--- src/rtl/spi_slave_meas.sv ---
// SPI slave (any CPOL/CPHA, DATA_W-bit words) with SCLK period measurement; pins land on outputs
// SYNC_STAGES+1 clk edges after first sampling. No rx backpressure; tx is pulled by tx_ready/tx_underrun.
module spi_slave_meas #(
   parameter int DATA_W      = 8,
   parameter int CNT_W       = 16,
   parameter int CPOL        = 0,
   parameter int CPHA        = 0,
   parameter int SYNC_STAGES = 2
) (
   input  logic              clk,
   input  logic              rst,
   input  logic              cs_n,
   input  logic              sclk,
   input  logic              mosi,
   output logic              miso,
   input  logic [DATA_W-1:0] tx_data,
   input  logic              tx_valid,
   output logic              tx_ready,
   output logic              tx_underrun,
   output logic [DATA_W-1:0] rx_data,
   output logic              rx_valid,
   output logic              frame_abort,
   output logic [CNT_W-1:0]  cycles_num,
   output logic              cycles_num_rdy
);
   localparam logic              SCLK_IDLE = (CPOL != 0);
   localparam int                BCNT_W    = $clog2(DATA_W);
   localparam int                FILL_W    = SYNC_STAGES + 2;
   localparam logic [BCNT_W-1:0] LAST_BIT  = BCNT_W'(DATA_W - 1);
   localparam logic [CNT_W-1:0]  PER_MAX   = '1;

   typedef enum logic [1:0] {WAIT_HIGH, IDLE, ACTIVE} state_t;
   state_t r_state, w_state_nxt;

   logic [SYNC_STAGES-1:0] r_cs_sync, r_sclk_sync, r_mosi_sync;
   logic                   r_cs_d, r_sclk_d;
   logic                   r_cs_rise, r_cs_fall, r_samp, r_shift, r_mosi_bit;
   logic [FILL_W-1:0]      r_fill;
   logic                   w_cs, w_sclk, w_lead, w_trail;

   logic [DATA_W-1:0]      r_tx_sh, w_tx_sh_nxt, r_rx_data;
   logic [DATA_W-2:0]      r_rx_sh;
   logic [DATA_W-1:0]      w_rx_word;
   logic [BCNT_W-1:0]      r_tx_cnt, w_tx_cnt_nxt, r_rx_cnt;
   logic [CNT_W-1:0]       r_per, r_cycles;
   logic                   r_first, r_miso, r_tx_ready, r_tx_underrun;
   logic                   r_rx_valid, r_frame_abort, r_cycles_rdy;
   logic                   w_enter, w_act, w_load, w_load_pt;

   assign w_cs    = r_cs_sync[SYNC_STAGES-1];
   assign w_sclk  = r_sclk_sync[SYNC_STAGES-1];
   assign w_lead  = SCLK_IDLE ? (r_sclk_d & ~w_sclk) : (~r_sclk_d & w_sclk);
   assign w_trail = SCLK_IDLE ? (~r_sclk_d & w_sclk) : (r_sclk_d & ~w_sclk);

   // Edge strobes are registered so every pin event reaches the outputs one edge later.
   always_ff @(posedge clk) begin
      if (rst) begin
         r_cs_sync   <= '1;
         r_sclk_sync <= {SYNC_STAGES{SCLK_IDLE}};
         r_mosi_sync <= '0;
         r_cs_d      <= 1'b1;
         r_sclk_d    <= SCLK_IDLE;
         r_cs_rise   <= 1'b0;
         r_cs_fall   <= 1'b0;
         r_samp      <= 1'b0;
         r_shift     <= 1'b0;
         r_mosi_bit  <= 1'b0;
         r_fill      <= '0;
      end else begin
         r_cs_sync   <= {r_cs_sync[SYNC_STAGES-2:0], cs_n};
         r_sclk_sync <= {r_sclk_sync[SYNC_STAGES-2:0], sclk};
         r_mosi_sync <= {r_mosi_sync[SYNC_STAGES-2:0], mosi};
         r_cs_d      <= w_cs;
         r_sclk_d    <= w_sclk;
         r_cs_rise   <= w_cs & ~r_cs_d;
         r_cs_fall   <= ~w_cs & r_cs_d;
         r_samp      <= (CPHA != 0) ? w_trail : w_lead;
         r_shift     <= (CPHA != 0) ? w_lead : w_trail;
         r_mosi_bit  <= r_mosi_sync[SYNC_STAGES-1];
         r_fill      <= {r_fill[FILL_W-2:0], 1'b1};
      end
   end

   // WAIT_HIGH holds off until the pipeline carries real pin values, so a cs_n
   // held low through reset can never look like a fresh falling edge.
   always_comb begin
      w_state_nxt = r_state;
      case (r_state)
         WAIT_HIGH: if (r_fill[FILL_W-1] && r_cs_d) w_state_nxt = IDLE;
         IDLE:      if (r_cs_fall) w_state_nxt = ACTIVE;
         ACTIVE:    if (r_cs_rise) w_state_nxt = IDLE;
         default:   w_state_nxt = WAIT_HIGH;
      endcase
   end

   assign w_enter   = (r_state == IDLE) && (w_state_nxt == ACTIVE);
   assign w_act     = (r_state == ACTIVE) && !r_cs_rise;
   assign w_load_pt = (CPHA != 0) ? (r_tx_cnt == '0) : (r_tx_cnt == LAST_BIT);
   assign w_rx_word = {r_rx_sh, r_mosi_bit};

   always_comb begin
      w_tx_sh_nxt  = r_tx_sh;
      w_tx_cnt_nxt = r_tx_cnt;
      w_load       = 1'b0;
      if (w_enter) begin
         w_tx_cnt_nxt = '0;
         w_tx_sh_nxt  = '0;
         w_load       = (CPHA == 0);
      end else if (w_act && r_shift) begin
         w_tx_cnt_nxt = (r_tx_cnt == LAST_BIT) ? '0 : r_tx_cnt + 1'b1;
         if (w_load_pt) w_load = 1'b1;
         else           w_tx_sh_nxt = {r_tx_sh[DATA_W-2:0], 1'b0};
      end
      if (w_load) w_tx_sh_nxt = tx_valid ? tx_data : '0;
   end

   always_ff @(posedge clk) begin
      if (rst) begin
         r_state       <= WAIT_HIGH;
         r_tx_sh       <= '0;
         r_tx_cnt      <= '0;
         r_rx_sh       <= '0;
         r_rx_cnt      <= '0;
         r_rx_data     <= '0;
         r_per         <= '0;
         r_first       <= 1'b0;
         r_cycles      <= '0;
         r_miso        <= 1'b0;
         r_tx_ready    <= 1'b0;
         r_tx_underrun <= 1'b0;
         r_rx_valid    <= 1'b0;
         r_frame_abort <= 1'b0;
         r_cycles_rdy  <= 1'b0;
      end else begin
         r_state       <= w_state_nxt;
         r_tx_sh       <= w_tx_sh_nxt;
         r_tx_cnt      <= w_tx_cnt_nxt;
         r_miso        <= (w_state_nxt == ACTIVE) ? w_tx_sh_nxt[DATA_W-1] : 1'b0;
         r_tx_ready    <= w_load & tx_valid;
         r_tx_underrun <= w_load & ~tx_valid;
         r_rx_valid    <= 1'b0;
         r_cycles_rdy  <= 1'b0;
         r_frame_abort <= (r_state == ACTIVE) && r_cs_rise && (r_rx_cnt != '0);
         if (w_enter) begin
            r_rx_cnt <= '0;
            r_per    <= '0;
            r_first  <= 1'b1;
         end else if (w_act && r_samp) begin
            r_rx_sh <= w_rx_word[DATA_W-2:0];
            if (r_rx_cnt == LAST_BIT) begin
               r_rx_cnt   <= '0;
               r_rx_data  <= w_rx_word;
               r_rx_valid <= 1'b1;
            end else begin
               r_rx_cnt <= r_rx_cnt + 1'b1;
            end
            // The first sample edge of a frame has no predecessor to measure against.
            r_per   <= CNT_W'(1);
            r_first <= 1'b0;
            if (!r_first) begin
               r_cycles     <= r_per;
               r_cycles_rdy <= 1'b1;
            end
         end else if ((r_state == ACTIVE) && (r_per != PER_MAX)) begin
            r_per <= r_per + 1'b1;
         end
      end
   end

   assign miso           = r_miso;
   assign tx_ready       = r_tx_ready;
   assign tx_underrun    = r_tx_underrun;
   assign rx_data        = r_rx_data;
   assign rx_valid       = r_rx_valid;
   assign frame_abort    = r_frame_abort;
   assign cycles_num     = r_cycles;
   assign cycles_num_rdy = r_cycles_rdy;
endmodule

--- config.mk ---
export PLATFORM = sky130hd
export DESIGN_NAME = spi_slave_meas
export DESIGN_NICKNAME = d
export VERILOG_FILES = /design/src/rtl/spi_slave_meas.sv
export SDC_FILE = /design/constraint.sdc
export NUM_CORES = 1
export LEC_CHECK = 0
export ABC_AREA = 1
export BUFFER_PORTS_ARGS = -buffer_cell sky130_fd_sc_hd__buf_2
export CORE_UTILIZATION = 47
export CTS_CLUSTER_DIAMETER = 40
export CTS_CLUSTER_SIZE = 24
export DETAILED_ROUTE_END_ITERATION = 8
export HOLD_SLACK_MARGIN = 0.15
export PLACE_DENSITY = 0.79
export SYNTH_ARGS = -nofsm -noshare
export SYNTH_HDL_FRONTEND = slang
export SYNTH_SLANG_ARGS = --single-unit
--- constraint.sdc ---
create_clock -name clk -period 2 [get_ports clk]
set_clock_uncertainty 0.05 [all_clocks]
set_input_delay 0.4 -clock clk [delete_from_list [all_inputs] [get_ports clk]]
set_output_delay 0.4 -clock clk [all_outputs]
set_load 0.1 [all_outputs]
==> impl_summary.md <==
Clock tree
The number of clock buffers added by TritonCTS is 9. The clock network latency to the later pin of the worst-skew pair is 0.36 ns. The cell at the root of the clock tree is clkbuf_8. The maximum clock path buffer count is 2. The number of levels in the clock H-tree is 3. TritonCTS built the clock tree. The clock-pin slew reported for the worst setup and hold paths after clock tree synthesis is 0.08 ns.

The number of sinks handled by clock tree synthesis is 87. Buffers added to address setup during post-CTS repair amount to 0.

Die
The floorplan step defined a die boundary enclosing 8030 um^2. The total area inside the core boundary comes to 7330 um^2. The number of cell rows is 31. The count of boundary I/O pins is 44.

From left edge to right edge, the die measures 89.6 um. The die is 89.6 um tall. The initial core utilization is 49.2%.

Detailed routing
The final route contains 3067 vias. The detailed-route DRC error count is 0. The final wirelength is 6850 um.

The detail route stage leaves a number of antenna-violating nets equal to 0. The pre-antenna-repair detailed-routing pass consisted of 4 iterations. The routed wire length per instance is 10.9 um. The detailed-route vias per instance is 4.88. The detailed router's first-iteration violation count is 239.

Critical path
The category of the critical setup timing path is flop to flop. The worst flop-to-flop path endpoint is r_per[7]. The worst setup path startpoint is r_per[0]. The kind of end point of the critical path is a flop.

The worst setup path is launched from a flop. In this run the worst setup path terminates at r_per[7]. The largest fanout of any net on the critical path is 14. For the worst setup path, the data arrival time is 1.93 ns. The depth of the most critical reg-to-reg path is 9.

The setup check on the worst reg-to-reg path leaves a slack of 0.26 ns. The critical path data required time is 2.19 ns. The worst register-to-register path begins at r_per[0].

Yosys
The area fraction of the dominant cell type after synthesis is 48.3%. After synthesis, the cell types taking the most area are dfxtp_1, nand2_1, inv_1. The number of distinct library cells after synthesis is 31. The most frequently used flop master after synthesis is dfxtp_1. Summing the sequential cell areas from Yosys gives 48.3% of the chip area. The number of instances in the synthesized netlist is 478. The commonest cells after synthesis are nand2_1, dfxtp_1, inv_1, nor2_1, a21oi_1.

The synthesized design contains 0 enable-type register cells. The net count after synthesis is 498. Of all cell types, the one taking the most synthesized area is dfxtp_1. The synthesized area per cell is 7.55 um^2.

The flop and latch count out of synthesis is 87. The async set-reset flop share out of synthesis is 0%. The cell area that synthesis handed to floorplanning was 3610 um^2. The most common cell in the synthesized netlist is nand2_1. The Yosys warning count is 0.

Cells and area
The net count of the finished layout is 545. The count of inserted antenna diode cells is 0. The fraction of layout cells with a size suffix above 1 is 17.4%. From synthesis to final layout, the design area changed by 14.4%.

Global routing
The first global-routing pass estimated 11500 um of wire. Entering global routing, the biggest net connects 43 pins. The initial antenna violation count came to 0. The total overflow left after global routing is 0.

The overall global routing resource usage is 18.6%. The number of global-route vias before repair is 2672.

Hold path
The worst hold path begins at sclk. The tightest min-delay check is of the primary input to flop type.

Power and ir drop
The sequential cell fraction of total power is 57.5%. The net switching power of the design is 686 uW. The combinational fraction of design power is 2.7%. The internal power of the cells totals 2.36 mW.

Net switching is 22.5% of the power. Of the total power, the clock network draws 39.8%. VDD sags by at most 0.543 mV. The leakage power is 1.76 nW. Overall power consumption after layout is estimated at 3.04 mW. The power per cell area is 737 nW/um^2.

STA
Headroom to the max-slew limit came out at 66.5%. Summed over all failing endpoints, the final setup total negative slack is 0 ns. Setup repair after global routing left no endpoint under its margin. The count of final hold-check violations was 0.

The maximum achievable frequency is 574 MHz. The worst path uses 87.1% of the clock period. For the pin with the worst max-slew slack, the measured transition is 0.502 ns. The total of endpoints with negative setup slack in the final report is 0. The final max-slew violation count is 0. The post-route minimum period is 1.74 ns.

Placed design
The port buffer count is 43. The detailed placer's ending HPWL is 4880 um. Routability-driven placement finished with a final weighted congestion of 0.835.

Run
The total of max-cap violations is 0.

Outcome
The flow ran to the end, and the final reports show no timing, DRC or antenna violations.
## worst max-delay path, stage by stage (launching register included)
cell	delay [ns]
dfxtp_1	0.41
ha_1	0.26
nand2_1	0.11
nor2_2	0.15
nand2_2	0.11
nor2_4	0.14
nor2_4	0.05
buf_4	0.18
nand2_1	0.10
a21oi_2	0.06
## final cells by class
cell class / count / area (um^2)
Timing Repair Buffer: 55 / 320
Clock buffer: 9 / 124
Clock inverter: 7 / 71.3
Multi-Input combinational cell: 309 / 1510
Tap cell: 99 / 124
Inverter: 63 / 238
Sequential cell: 87 / 1740
Fill cell: 687 / 3200
## cells by family (layout without fill, tap and decap cells)
family | after synthesis | count (layout) | synth area share (%)
and+or+nand+nor | 213 | 213 | 25.4
xor gates and xnor gates | 7 | 7 | 1.70
AOI/OAI and AO/OA | 83 | 83 | 12.7
buffers and inverters | 82 | 134 | 9.89
DFF | 87 | 87 | 48.3
adders and majority gates | 6 | 6 | 2.08
## layer usage
metal  up-vias  global-route usage [%]  part of all wire [%]
met5         -                       0                     0
met4         0                    6.06                  0.89
met3         8                    5.85                   4.8
met2        62                    31.4                    48
met1      1386                    22.4                    47
li1       1611                       -                     -
## through the flow
stage	util [%]	instances	area [um^2]	setup slack (ns)	hold slack, ns
floorplan	-	478	3610	0.461	0.338
global placement	53.5	612	3920	0.346	0.341
detailed placement	53.5	612	3920	0.287	0.342
CTS	56.2	628	4120	0.269	0.156
global route	56.3	629	4130	0.131	0.168
finish	56.3	629	4130	0.258	0.187
## sequential cells by signal, summed over array words and instances, names as in the netlist, 2 cells and up
name / cells
r_tx_sh: 8
r_rx_sh: 7
r_per: 16
r_sclk_sync: 2
r_fill: 4
r_mosi_sync: 2
r_tx_cnt: 3
r_rx_cnt: 3
cycles_num: 16
r_state: 2
r_cs_sync: 2
rx_data: 8
## power by group through the flow
stage | Combinational (mW) | Clock [mW] | Sequential (mW)
2_1_floorplan | 0.0499 | 0 | 1.79
3_3_place_gp | 0.0788 | 0 | 1.79
3_5_place_dp | 0.0805 | 0 | 1.79
4_1_cts | 0.0807 | 1.25 | 1.75
5_1_grt | 0.0914 | 1.32 | 1.75
6_report | 0.0816 | 1.21 | 1.75
## worst min-delay path by stage
| stage | to | slack (ns) | depth (start not counted) |
|---|---|---|---|
| 2_1_floorplan | r_fill[1] | 0.34 | 2 |
| 3_3_place_gp | r_fill[1] | 0.34 | 2 |
| 3_5_place_dp | r_sclk_sync[1] | 0.34 | 2 |
| 4_1_cts | r_cs_sync[0] | 0.16 | 2 |
| 5_1_grt | r_mosi_sync[0] | 0.17 | 3 |
| 6_report | r_sclk_sync[0] | 0.19 | 3 |
## what timing repair did
action | in CTS | in global routing
hold buffers | 0 | 1
resized for setup | 0 | 0
endpoints found under the hold margin | 0 | 1
## layout by cell type (no fill, tap or decap), types with 2 or more instances in the layout
cell / instances
nor2_4: 3
a211oi_1: 2
clkinv_2: 4
nor3_1: 7
nand3_1: 18
nand2_1: 110
o21ai_1: 11
buf_2: 43
or2_2: 2
inv_1: 61
nor2_2: 2
o21ai_0: 19
buf_4: 10
nand2_2: 3
inv_6: 2
ha_1: 6
nand4_1: 13
nor2_1: 52
xnor2_1: 2
dfxtp_1: 87
xor2_1: 5
a21oi_1: 41
a21oi_2: 6
clkbuf_8: 9
o21ai_2: 3
Power figures use the tool's default switching activity.
